**config.mk**
```make
export PLATFORM = sky130hd
export DESIGN_NAME = selector_input_conditioner
export DESIGN_NICKNAME = d
export VERILOG_FILES = /design/src/rtl/selector_pkg.sv /design/src/rtl/debounce_channel.sv /design/src/rtl/selector_input_conditioner.sv
export SDC_FILE = /design/constraint.sdc
export NUM_CORES = 1
export LEC_CHECK = 0
export CORE_UTILIZATION = 54
export DETAILED_ROUTE_END_ITERATION = 7
export PLACE_DENSITY_LB_ADDON = 0.08
export SYNTH_ARGS = -nofsm -noshare
export SYNTH_HDL_FRONTEND = slang
export SYNTH_SLANG_ARGS = --single-unit
```
**constraint.sdc**
```tcl
create_clock -name clk -period 1.5 [get_ports clk]
set_input_delay 0.3 -clock clk [delete_from_list [all_inputs] [get_ports clk]]
set_output_delay 0.3 -clock clk [all_outputs]
set_load 0.05 [all_outputs]
```
**src/rtl/selector_pkg.sv**
```systemverilog
// Shared definitions for the gear-selector front end and the downstream
// selection FSM: button indices, arbitration priority and lockout states.
package selector_pkg;

  localparam int NUM_BTN = 4;

  // Bit positions of each button in every 4-bit button vector.
  localparam int IDX_D = 0;
  localparam int IDX_N = 1;
  localparam int IDX_R = 2;
  localparam int IDX_P = 3;

  // Lockout FSM: IDLE accepts one press, HOLD waits for all buttons released.
  typedef enum logic {
    ST_IDLE = 1'b0,
    ST_HOLD = 1'b1
  } sel_state_t;

  // Fixed priority P > N > R > D; Park wins because it is the safe state.
  function automatic logic [NUM_BTN-1:0] pick_priority(input logic [NUM_BTN-1:0] r);
    logic [NUM_BTN-1:0] g;
    g = '0;
    if (r[IDX_P])      g[IDX_P] = 1'b1;
    else if (r[IDX_N]) g[IDX_N] = 1'b1;
    else if (r[IDX_R]) g[IDX_R] = 1'b1;
    else if (r[IDX_D]) g[IDX_D] = 1'b1;
    return g;
  endfunction

  // True when more than one press competes in the same cycle.
  function automatic logic more_than_one(input logic [NUM_BTN-1:0] r);
    return ($countones(r) > 1);
  endfunction

endpackage

```
**src/rtl/debounce_channel.sv**
```systemverilog
// One button channel: multi-flop synchroniser, counter-based debounce of the
// synchronised level, and rising-edge detection of the debounced level.
module debounce_channel #(
  parameter int SYNC_STAGES = 2,
  parameter int DB_CYCLES   = 16
) (
  input  logic clk,
  input  logic reset,
  input  logic raw,
  output logic stable,
  output logic rise
);

  localparam int CW = $clog2(DB_CYCLES);
  localparam logic [CW-1:0] CNT_LAST = CW'(DB_CYCLES - 1);

  logic [SYNC_STAGES-1:0] sync_ff;
  logic                   sync;
  logic [CW-1:0]          cnt;
  logic                   stable_q;

  assign sync = sync_ff[SYNC_STAGES-1];

  // Synchroniser chain: raw enters bit 0, the last bit is the usable level.
  always_ff @(posedge clk) begin
    if (reset) begin
      sync_ff <= '0;
    end else begin
      sync_ff <= {sync_ff[SYNC_STAGES-2:0], raw};
    end
  end

  // Debounce: the new level is accepted only after DB_CYCLES consecutive
  // disagreeing cycles; any agreeing cycle restarts the count, so cnt never wraps.
  always_ff @(posedge clk) begin
    if (reset) begin
      cnt      <= '0;
      stable   <= 1'b0;
      stable_q <= 1'b0;
    end else begin
      stable_q <= stable;
      if (sync == stable) begin
        cnt <= '0;
      end else if (cnt == CNT_LAST) begin
        stable <= sync;
        cnt    <= '0;
      end else begin
        cnt <= cnt + CW'(1);
      end
    end
  end

  assign rise = stable & ~stable_q;

endmodule

```
**src/rtl/selector_input_conditioner.sv**
```systemverilog
// Gear-selector front end: four debounced button channels feeding a
// one-press-at-a-time lockout that emits single-cycle D/N/R/P requests.
module selector_input_conditioner
  import selector_pkg::*;
#(
  parameter int DB_CYCLES   = 16,
  parameter int SYNC_STAGES = 2
) (
  input  logic       clk,
  input  logic       reset,
  input  logic       btn_d,
  input  logic       btn_n,
  input  logic       btn_r,
  input  logic       btn_p,
  output logic       D,
  output logic       N,
  output logic       R,
  output logic       P,
  output logic       conflict,
  output logic [3:0] held
);

  logic [NUM_BTN-1:0] raw_vec;
  logic [NUM_BTN-1:0] stable_vec;
  logic [NUM_BTN-1:0] rise_vec;
  logic [NUM_BTN-1:0] rise_p0;
  logic [NUM_BTN-1:0] req_p1;
  logic               conflict_p1;
  sel_state_t         state;

  assign raw_vec[IDX_D] = btn_d;
  assign raw_vec[IDX_N] = btn_n;
  assign raw_vec[IDX_R] = btn_r;
  assign raw_vec[IDX_P] = btn_p;

  for (genvar i = 0; i < NUM_BTN; i++) begin : g_ch
    debounce_channel #(
      .SYNC_STAGES(SYNC_STAGES),
      .DB_CYCLES  (DB_CYCLES)
    ) u_ch (
      .clk   (clk),
      .reset (reset),
      .raw   (raw_vec[i]),
      .stable(stable_vec[i]),
      .rise  (rise_vec[i])
    );
  end

  assign held = stable_vec;

  // Stage p0: register the edge pulses so arbitration sees only flop outputs.
  always_ff @(posedge clk) begin
    if (reset) begin
      rise_p0 <= '0;
    end else begin
      rise_p0 <= rise_vec;
    end
  end

  // Stage p1: lockout FSM with registered request and conflict outputs.
  always_ff @(posedge clk) begin
    if (reset) begin
      state       <= ST_IDLE;
      req_p1      <= '0;
      conflict_p1 <= 1'b0;
    end else begin
      case (state)
        ST_IDLE: begin
          req_p1      <= pick_priority(rise_p0);
          conflict_p1 <= more_than_one(rise_p0);
          if (|rise_p0) state <= ST_HOLD;
        end
        ST_HOLD: begin
          // Presses while locked out are dropped and flagged; release of
          // every button is required before the next request is accepted.
          req_p1      <= '0;
          conflict_p1 <= |rise_p0;
          if (stable_vec == '0) state <= ST_IDLE;
        end
        default: begin
          state       <= ST_IDLE;
          req_p1      <= '0;
          conflict_p1 <= 1'b0;
        end
      endcase
    end
  end

  assign D        = req_p1[IDX_D];
  assign N        = req_p1[IDX_N];
  assign R        = req_p1[IDX_R];
  assign P        = req_p1[IDX_P];
  assign conflict = conflict_p1;

endmodule

```
### After elaboration in Yosys (flattened, before gate mapping)

Index checks and enable logic that the tools add are counted.

| storage, ports and cells | value |
|---|---|
| flip-flop bits (word level) | 42 |
| bits in latches | 0 |
| memory bits (writable) | 0 |
| bits in read-only memories | 0 |
| bits of input ports | 6 |
| output and inout bits | 9 |
| memories kept | 0 |

| operators by class | value |
|---|---|
| add/subtract/negate cells | 7 |
| multipliers | 0 |
| div/mod/pow operators | 0 |
| $lt $le $gt $ge | 1 |
| eq/ne operators | 8 |
| shift operators | 0 |
| mux-type cells | 13 |
| bitwise gates (word level) | 13 |
| reduce and logical (&&, ||, !) cells | 10 |

Operators by type and width:

| cell | number |
|---|---|
| 4-bit by 1-bit adder with 4-bit output (second input constant) | 4 |
| 4-bit equality test (second input constant) | 4 |
| 3-bit OR reduction | 4 |
| 1-bit 2-to-1 mux | 9 |
| 1-bit NOT | 9 |
| 4-bit case mux with 2 select lines | 1 |
| 2-bit AND reduction | 4 |
| 1-bit by 1-bit adder with 2-bit output | 2 |
| 1-bit AND | 4 |
| 1-bit equality test | 4 |
| 4-bit logical NOT | 1 |
| 1-bit case mux with 2 select lines | 2 |
| 4-bit OR reduction | 1 |
| 2-bit by 2-bit adder with 3-bit output | 1 |
| 3-bit by 1-bit greater-than comparator with 1-bit output (second input constant) | 1 |
| 3-bit 2-to-1 mux | 1 |

### Longest topological paths before layout

| logic depth | value |
|---|---|
| depth in word-level cells | 5 |
| gate-level depth with buffers | 4 |
| mapped depth without buffers | 4 |

### By module

Synthesis repeated with hierarchy kept, for this count alone.

| second synthesis, totals | value |
|---|---|
| cell total of the unflattened synthesis | 136 |
| area, all modules | 1510.2 um2 |

Modules (own cells, without submodules):

| module | times used | cells each | area an instance (um2) | sequential area each (um2) |
|---|---|---|---|---|
| debounce_channel | 4 | 26 | 279.0 | 160.2 |
| selector_input_conditioner | 1 | 32 | 394.1 | 200.2 |

### Worst setup path after synthesis

Ideal clock, no wire load.

| timing | value |
|---|---|
| path type | register -> register |
| start point | reg rise_p0[3] |
| end point | reg conflict_p1 (netlist: conflict) |
| data arrival time | 1.197 ns |
| slack | 0.212 ns |
| stages on the path, launching flop included | 5 |
| cell sequence | dfxtp_1 inv_1 fa_1 nand2b_1 a311oi_1 |

| between the ends | value |
|---|---|
| cells in the longest elaborated chain, start to end | 4 |
| elaborated cells on any way between the ends | 5 |
| those cells by class | add/sub (2); order compare (1); mux (1); reduce/logical (1) |

RTL lines:

| item | RTL line | text |
|---|---|---|
| start, declared | selector_input_conditioner.sv:26 | `logic [NUM_BTN-1:0] rise_p0;` |
| start signal, assigned | selector_input_conditioner.sv:56 | `rise_p0 <= rise_vec;` |
| 1-bit by 1-bit adder with 2-bit output (not written as such) | selector_pkg.sv:32 | `return ($countones(r) > 1);` |
| 2-bit by 2-bit adder with 3-bit output (not written as such) | selector_pkg.sv:32 |  |
| 3-bit by 1-bit greater-than comparator with 1-bit output | selector_pkg.sv:32 |  |
| 1-bit case mux with 2 select lines (*) | selector_input_conditioner.sv:67 | `case (state)` |
| end signal, assigned | selector_input_conditioner.sv:70 | `conflict_p1 <= more_than_one(rise_p0);` |
| end signal, assigned | selector_input_conditioner.sv:77 | `conflict_p1 <= \|rise_p0;` |
| end, declared | selector_input_conditioner.sv:28 | `logic conflict_p1;` |

Every way passes the cells marked *; elsewhere a longest branch is shown, timed or not.
A chain may end at the register's enable or synchronous reset.

### Worst setup path after layout

Ends and elaborated chain as after synthesis.

==> results.ini <==
[power_and_ir_drop]
p_per_area_nw_per_um2 = 1040
ir_worst_vdd_mv = 0.979
finalPower_mw = 1.90
p_leak_nw = 0.698
p_switching_mw = 0.357
p_int_mw = 1.55
pwr-share-clk_pct = 37.7
comb_power_share_pct = 2.7
seqPwrFrac_pct = 59.5
sw_frac_of_total_pct = 18.7

[synthesis]
synth_edf_count = 0
async_flop_share_pct = 0
synth_top_area_share_pct = 55.2
yosys_warnings = 0
synth_top_cell_by_area = dfxtp_1
synthCells = 137
synthDistinctLibCells = 23
synthesis.area_sq_um = 1520
synth_fp_nets = 149
syn_area_per_cell_sq_um = 11.1
yosysSeqAreaShare_pct = 55.2
synthTopCellsByArea = dfxtp_1 (55%), nor2b_1 (5.3%), nor2_1 (4.9%)
synth_flop_cell = dfxtp_1
yosys-top-cells-count = dfxtp_1 (42), nor2_1 (20), nor2b_1 (13)
synth_most_common_cell = dfxtp_1
ys_seq_elements = 42

[clock_network]
h-tree-depth = 2
cts_setup_buffers = 0
cts_tree = done
path_clk_slew_ns = 0.11
cts-root-buf = clkbuf_4
cts.sinks = 42
clockBufferDepth = 2
cts_buffers = 5
insertion_delay_ns = 0.35

[min_path]
worstHoldStart = g_ch[3].u_ch.stable_q
hold_depth = 1
min_path_type = flop to flop

[grt]
grt-ovfl-total = 0
antenna_found_initial = 0
grtUsageTotal_pct = 17.9
grt_pass1_wl_mm = 3.48
grt_pass1_vias = 819
grt_max_degree = 13

[setup_path]
slowest_stage = fa_1
crit_start = rise_p0[3]
reg2regPathDepth = 4
crit_type = flop to flop
cp.arrival_ns = 1.66
worstPathRequired_ns = 1.76
cpPeakStageDelay_ns = 0.43
crit_chain = inv_1 -> fa_1 -> nand2b_1 -> a311oi_1
start_kind = flop
worstReg2RegStart = rise_p0[3]
crit_fanout = 5
crit_path_end_kind = flop

[timing]
relSlewSlack_pct = 76.7
period_needed_ns = 1.40
finalSetupViolCount = 0
holdWs_ns = 0.389
tightest_slew_ns = 0.345
fin_setup_tns_ns = 0
min_period_over_period_pct = 93.6
fin_skew_ns = 0.00844
hold_viol_final = 0
drv_slew = 0
max_freq_mhz = 712
rsz0062_at_grt = false

[layout]
drive_gt1_share_pct = 18.7
area_growth_pct = 20.2
design_area_sq_um = 1830
final_net_count = 167
diodes = 0

[drt]
wire_per_inst_microns = 11.3
drc_errors = 0
via_count = 923
drt_iter0_markers = 4
routed_wl_mm = 2.09
via_per_inst = 4.99
drt_pass1_iterations = 4
drt.antenna.violating_nets = 0

[floorplanning]
core_area_sq_um = 2570
die_y_microns = 55.1
io_pins = 15
fp-row-count = 18
dieArea_sq_um = 3040
die_w_microns = 55.1
start_util_pct = 59.3

[placed_design]
place_congestion = 0.777
dp_hpwl_mm = 1.51
place_area_sq_um = 1750
io_buffers = 14

[run]
cap_violations = 0

[outcome]
status = finished, final reports clean

[what timing repair did]
item                                    4_1_cts  5_1_grt
hold buffers                                  0        0
gates resized for setup                       0        1
endpoints found under the setup margin        0        1
[power groups by stage]
stage | clock, mW | sequential, mW | combinational [mW]
finish | 0.718 | 1.13 | 0.0523
global route | 0.789 | 1.14 | 0.0585
CTS | 0.740 | 1.13 | 0.0530
floorplan | 0 | 1.16 | 0.0321
detailed placement | 0 | 1.16 | 0.0527
global placement | 0 | 1.16 | 0.0505
[flip-flops by register name (all words and copies together) (netlist names)]
| name | flops |
|---|---|
| rise_p0 | 4 |
| g_ch.u_ch.stable | 4 |
| g_ch.u_ch.sync_ff | 8 |
| conflict | 1 |
| g_ch.u_ch.cnt | 16 |
| state | 1 |
| req_p1 | 4 |
| g_ch.u_ch.stable_q | 4 |
[layout make-up]
type	count	area, sq um
repair buffers	17	240
well taps	30	37.5
clock buffers	6	51.3
multi-input cells	81	599
fillers	207	737
inverters	8	30.0
flip-flops and latches	42	842
clock inverters	1	30.0
[per-stage QoR]
stage	cells	setup WS [ns]	utilization [%]
finish	185	0.0960	71.3
global placement	178	0.0460	68.1
detailed placement	178	0.00724	68.1
CTS	185	0.0125	71.2
floorplan	137	0.212	-
global route	185	0.0305	71.3
[cell families after synthesis]
kind of cell	after synthesis	synth area share [%]
XOR/XNOR	12	6.90
buffers and inverters	14	5.42
multiplexers	4	2.63
AO/OA/AOI/OAI	2	1.07
adder cells (fa/ha/maj)	6	5.42
AND/OR/NAND/NOR	57	23.3
flip-flops	42	55.2
[per-layer routing]
metal  track usage (%)  vias to the layer above  wire length (microns)
met1              18.3                      426                    937
met5                 0                        -                      0
met3              9.29                        7                    111
met4              10.0                        0                     48
met2              29.3                       17                    993
li1                  -                      473                      -
[final timing paths]
path                     end  slack, ns
setup / recovery    conflict        0.1
hold reg to reg   rise_p0[3]       0.39
setup reg to reg    conflict        0.1
hold / removal    rise_p0[3]       0.39
[cell usage in the layout (no fill, tap or decap), types with 2 or more instances in the layout]
| master | instances |
|---|---|
| nor2b_1 | 13 |
| clkbuf_4 | 5 |
| xnor2_1 | 8 |
| ha_1 | 5 |
| nor4_1 | 3 |
| dfxtp_1 | 41 |
| and3_4 | 4 |
| buf_4 | 4 |
| xor2_1 | 4 |
| nand3_1 | 4 |
| clkdlybuf4s50_1 | 5 |
| nor4b_1 | 2 |
| buf_12 | 8 |
| inv_1 | 8 |
| and2b_1 | 3 |
| or3_4 | 4 |
| nor2_1 | 20 |
| mux2i_1 | 4 |
[worst max-delay path, delay by kind of cell, from the launching register on]
kind | cells | cell delay (ns)
compound gates | 1 | 0.26
fa+ha+maj | 1 | 0.43
buf+inv | 1 | 0.07
flops | 1 | 0.39
simple gates | 1 | 0.16
(Power assumes the default switching activity.)
